## config.mk

```make
export PLATFORM = sky130hd
export DESIGN_NAME = fpu_result_queue
export DESIGN_NICKNAME = d
export VERILOG_FILES = /design/src/rtl/fpu_result_queue.sv
export SDC_FILE = /design/constraint.sdc
export NUM_CORES = 1
export LEC_CHECK = 0
export BUFFER_PORTS_ARGS = -buffer_cell sky130_fd_sc_hd__buf_2
export CAP_MARGIN = 40
export CORE_ASPECT_RATIO = 0.75
export CORE_MARGIN = 2
export CORE_UTILIZATION = 52
export DETAILED_ROUTE_END_ITERATION = 8
export PLACE_DENSITY = 0.76
export SETUP_SLACK_MARGIN = 0.15
export SKIP_CTS_REPAIR_TIMING = 1
export SLEW_MARGIN = 15
export SYNTH_ARGS = -nofsm -noshare
export SYNTH_HDL_FRONTEND = slang
export SYNTH_SLANG_ARGS = --single-unit
```

## constraint.sdc

```tcl
create_clock -name clk -period 2.9 [get_ports clk]
set_input_delay 0.29 -clock clk [delete_from_list [all_inputs] [get_ports clk]]
set_output_delay 0.29 -clock clk [all_outputs]
set_load 0.02 [all_outputs]
```

## src/rtl/fpu_result_queue.sv

```systemverilog
// Result FIFO between the FP adder and its consumer: stores packed result,
// exception flags and precision, and keeps a sticky OR of accepted flags.
module fpu_result_queue #(
    parameter int DEPTH = 4
) (
    input  logic                       clk,
    input  logic                       rst_n,
    input  logic                       in_valid,
    output logic                       in_ready,
    input  logic [63:0]                in_fp,
    input  logic [4:0]                 in_ieee,
    input  logic                       in_db,
    output logic                       out_valid,
    input  logic                       out_ready,
    output logic [63:0]                out_fp,
    output logic [4:0]                 out_ieee,
    output logic                       out_db,
    output logic [4:0]                 flags_sticky,
    input  logic                       flags_clr,
    output logic [$clog2(DEPTH):0]     count
);

    localparam int AW = $clog2(DEPTH);
    localparam int CW = AW + 1;
    localparam logic [CW-1:0] FULL = CW'(DEPTH);

    logic [63:0]   mem_fp   [DEPTH];
    logic [4:0]    mem_ieee [DEPTH];
    logic          mem_db   [DEPTH];
    logic [AW-1:0] rd_ptr;
    logic [AW-1:0] wr_ptr;
    logic          rdy_en;
    logic          push;
    logic          pop;

    // Single-precision results live in the upper word; the lower word is junk.
    function automatic logic [63:0] pack_fp(input logic [63:0] fp, input logic db);
        return db ? fp : {fp[63:32], 32'h0};
    endfunction

    // rdy_en holds in_ready low through reset and until the first edge after it.
    assign in_ready  = rdy_en && (count < FULL);
    assign out_valid = (count != '0);
    assign push      = in_valid && in_ready;
    assign pop       = out_valid && out_ready;

    assign out_fp   = out_valid ? mem_fp[rd_ptr]   : 64'h0;
    assign out_ieee = out_valid ? mem_ieee[rd_ptr] : 5'h0;
    assign out_db   = out_valid ? mem_db[rd_ptr]   : 1'b0;

    always_ff @(posedge clk) begin
        if (push) begin
            mem_fp[wr_ptr]   <= pack_fp(in_fp, in_db);
            mem_ieee[wr_ptr] <= in_ieee;
            mem_db[wr_ptr]   <= in_db;
        end
    end

    always_ff @(posedge clk or negedge rst_n) begin
        if (!rst_n) begin
            rd_ptr       <= '0;
            wr_ptr       <= '0;
            count        <= '0;
            rdy_en       <= 1'b0;
            flags_sticky <= 5'h0;
        end else begin
            rdy_en <= 1'b1;
            if (push)
                wr_ptr <= wr_ptr + 1'b1;
            if (pop)
                rd_ptr <= rd_ptr + 1'b1;
            case ({push, pop})
                2'b10:   count <= count + 1'b1;
                2'b01:   count <= count - 1'b1;
                default: count <= count;
            endcase
            // Clear takes priority but the entry accepted on the same edge survives it.
            if (flags_clr)
                flags_sticky <= push ? in_ieee : 5'h0;
            else if (push)
                flags_sticky <= flags_sticky | in_ieee;
        end
    end

endmodule

```

==> qor.csv <==
metric,value,unit
synth-seq-cells,293,
antenna_found_initial,1,
viasPerCell,5.408,
synth_top_family_by_area,multiplexers,
min_period,2.650,ns
postRouteAntennaNets,0,
hold_end,mem_ieee[3][1],
power.density,952.1,mW/mm²
clk_latency,0.54,ns
multi_input_comb_area,0.002496,mm²
synth_compound_area_share,0.2612,%
r2r-start,count[0],
finalMaxSlewViolations,0,
fmax,377.3,MHz
grt_pass1_wl,33220,µm
clockBufferDepth,3,
synthSimpleGateAreaFrac,6.280,%
setup_violations,0,
routed_wl,21690,µm
cellLeakagePower,4.900,nW
final.setup.tns,0,ns
synth.distinct_cells,23,
die_area,0.02333,mm²
rsz0062_at_grt,no,
max_cap_violations,0,
cp.arrival,2.36,ns
ios,155,
p_total,13.23,mW
cts_sinks,293,
routed-via-count,5754,
hold_path_depth,1,
crit_type,register to output pin,
status,"complete, no violations",
start_kind,register,
synth-xor-area-share,0.4571,%
regArea,0.008741,mm²
synthAdderAreaFrac,0.7183,%
track_usage,18.71,%
fp.dieH,132.8,µm
r2r-end,count[2],
core_area,0.02188,mm²
avgSynthCellArea,21.29,µm²
drc,0,
required,2.61,ns
clk_pin_slew,0.06,ns
hold_violations,0,
ff2ff_path_depth,8,
gp_congestion,0.7561,
grt_max_degree,73,
cp-end-kind,output pin,
cts_root_buf,clkbuf_16,
gr-total-overflow,0,
wl_per_cell,20.38,µm
initial_utilization,52.55,%
tightest_slew,0.6995,ns
cts_buffers,28,
path_max_fanout,44,
min_period_over_period,91.38,%
synth-warning-count,0,
io_buffers,154,
syn_nets,621,
first_pass_iters,4,
syn_inst,540,
syn_area,0.01150,mm²
area_growth,20.85,%
ir_drop,527.5,µV
cts_tree,done,
r2r_slack,0.75,ns
worstHoldStart,in_ieee[1],
fin_worst_skew,0.01613,ns
hold_path_class,input pin to register,
hpwl,12790,µm
dr.first_iter.drc_count,409,
drive_above_1_share,37.27,%
ys_seq_area_share,75.97,%
fillers,1523,
slew_headroom,53.36,%
h-tree-depth,1,
synthMuxAreaShare,13.87,%
diodes,0,
first_global_vias,5990,
die_w,175.7,µm
fin_nets,829,
rows,47,
==> cell usage after synthesis (all sizes together) <==
library cell	instances	area share [%]
edfxtp	280	73
and2	107	5.8
mux4	70	14
buf	16	1.7
dfrtp	13	2.8
clkbuf	12	0.39
inv	11	0.36
nand2	6	0.20
o21ai	6	0.26
ha	5	0.54
xnor2	3	0.23
xor2	3	0.23
and3b	1	0.076
conb	1	0.033
fa	1	0.17
mux2i	1	0.087
nand3	1	0.043
nor2	1	0.033
nor2b	1	0.054
or3	1	0.054
==> worst max path at each step <==
| stage | from | slack (ns) | endpoint |
|---|---|---|---|
| after global routing | rd_ptr[1] | 0.19 | out_fp[8] |
| after floorplan | count[2] | 0.50 | mem_db[2] |
| final | rd_ptr[1] | 0.25 | out_fp[8] |
| after CTS | rd_ptr[0] | 0.13 | out_fp[28] |
| after global placement | rd_ptr[0] | 0.71 | out_ieee[4] |
| after detailed placement | rd_ptr[0] | 0.72 | out_fp[28] |
==> state kept, by name, indices dropped and copies added (netlist names) <==
signal	cells
mem_fp	256
mem_ieee	20
flags_sticky	5
mem_db	4
count	3
rd_ptr	2
wr_ptr	2
rdy_en	1
==> power by group <==
group	switching, mW	total [mW]	internal [mW]
Combinational	2.45	4.46	2.01
Clock	1.48	3.50	2.02
Sequential	0.251	5.27	5.02
Total	4.18	13.2	9.05
==> stage by stage <==
step                setup slack, ns  hold slack [ns]  instance area (µm²)  cells  utilization [%]
CTS                          0.1295          -0.3827                13510   1026            61.75
finish                       0.2499          0.01168                13890   1064            63.51
floorplan                    0.4984        -0.005591                11500    540                -
global placement             0.7090           0.1832                12610    974            57.64
detailed placement           0.7155           0.1975                12610    974            57.64
global route                 0.1872         0.003703                13890   1064            63.51
==> worst max-delay path, cell delays in order, from the launching register on <==
cell and delay, ns:
dfrtp_4 0.73, buf_12 0.33, mux4_2 0.38, and2_1 0.19
buf_2 0.17
==> cells in the final DEF (no fill, tap or decap), drive strengths merged, types with 10 or more instances in the layout <==
cell type,netlist,routed
dfrtp,13,13
and2,107,107
buf,16,169
clkinv,0,10
dlygate4sd3,0,37
inv,11,12
clkbuf,12,38
mux4,70,70
edfxtp,280,280
==> layout make-up <==
| type | instances | area share [%] |
|---|---|---|
| clock buffer | 38 | 5.764 |
| clock inverter | 14 | 0.7025 |
| inverter | 11 | 0.2972 |
| multi-input combinational | 208 | 17.97 |
| sequential | 293 | 62.91 |
| tap | 294 | 2.648 |
| timing repair buffer | 206 | 9.708 |
==> logic make-up (layout without fill, tap and decap cells) <==
kind of cell               Yosys count  in the layout
AOI/OAI and AO/OA                    6              6
xor gates and xnor gates             6              6
adders and majority gates            6              6
buffers and inverters               39            269
DFF                                293            293
muxes                               71             71
other                                1              1
and+or+nand+nor                    118            118
==> layer usage <==
metal | up-vias | GRT usage [%] | routed length (µm)
met5 | - | 0 | 13
met4 | 2 | 4.040 | 437
met3 | 38 | 3.678 | 1472
met2 | 216 | 30.40 | 10440
met1 | 2964 | 26.90 | 9324
li1 | 2534 | - | -
Power figures use the tool's default switching activity.
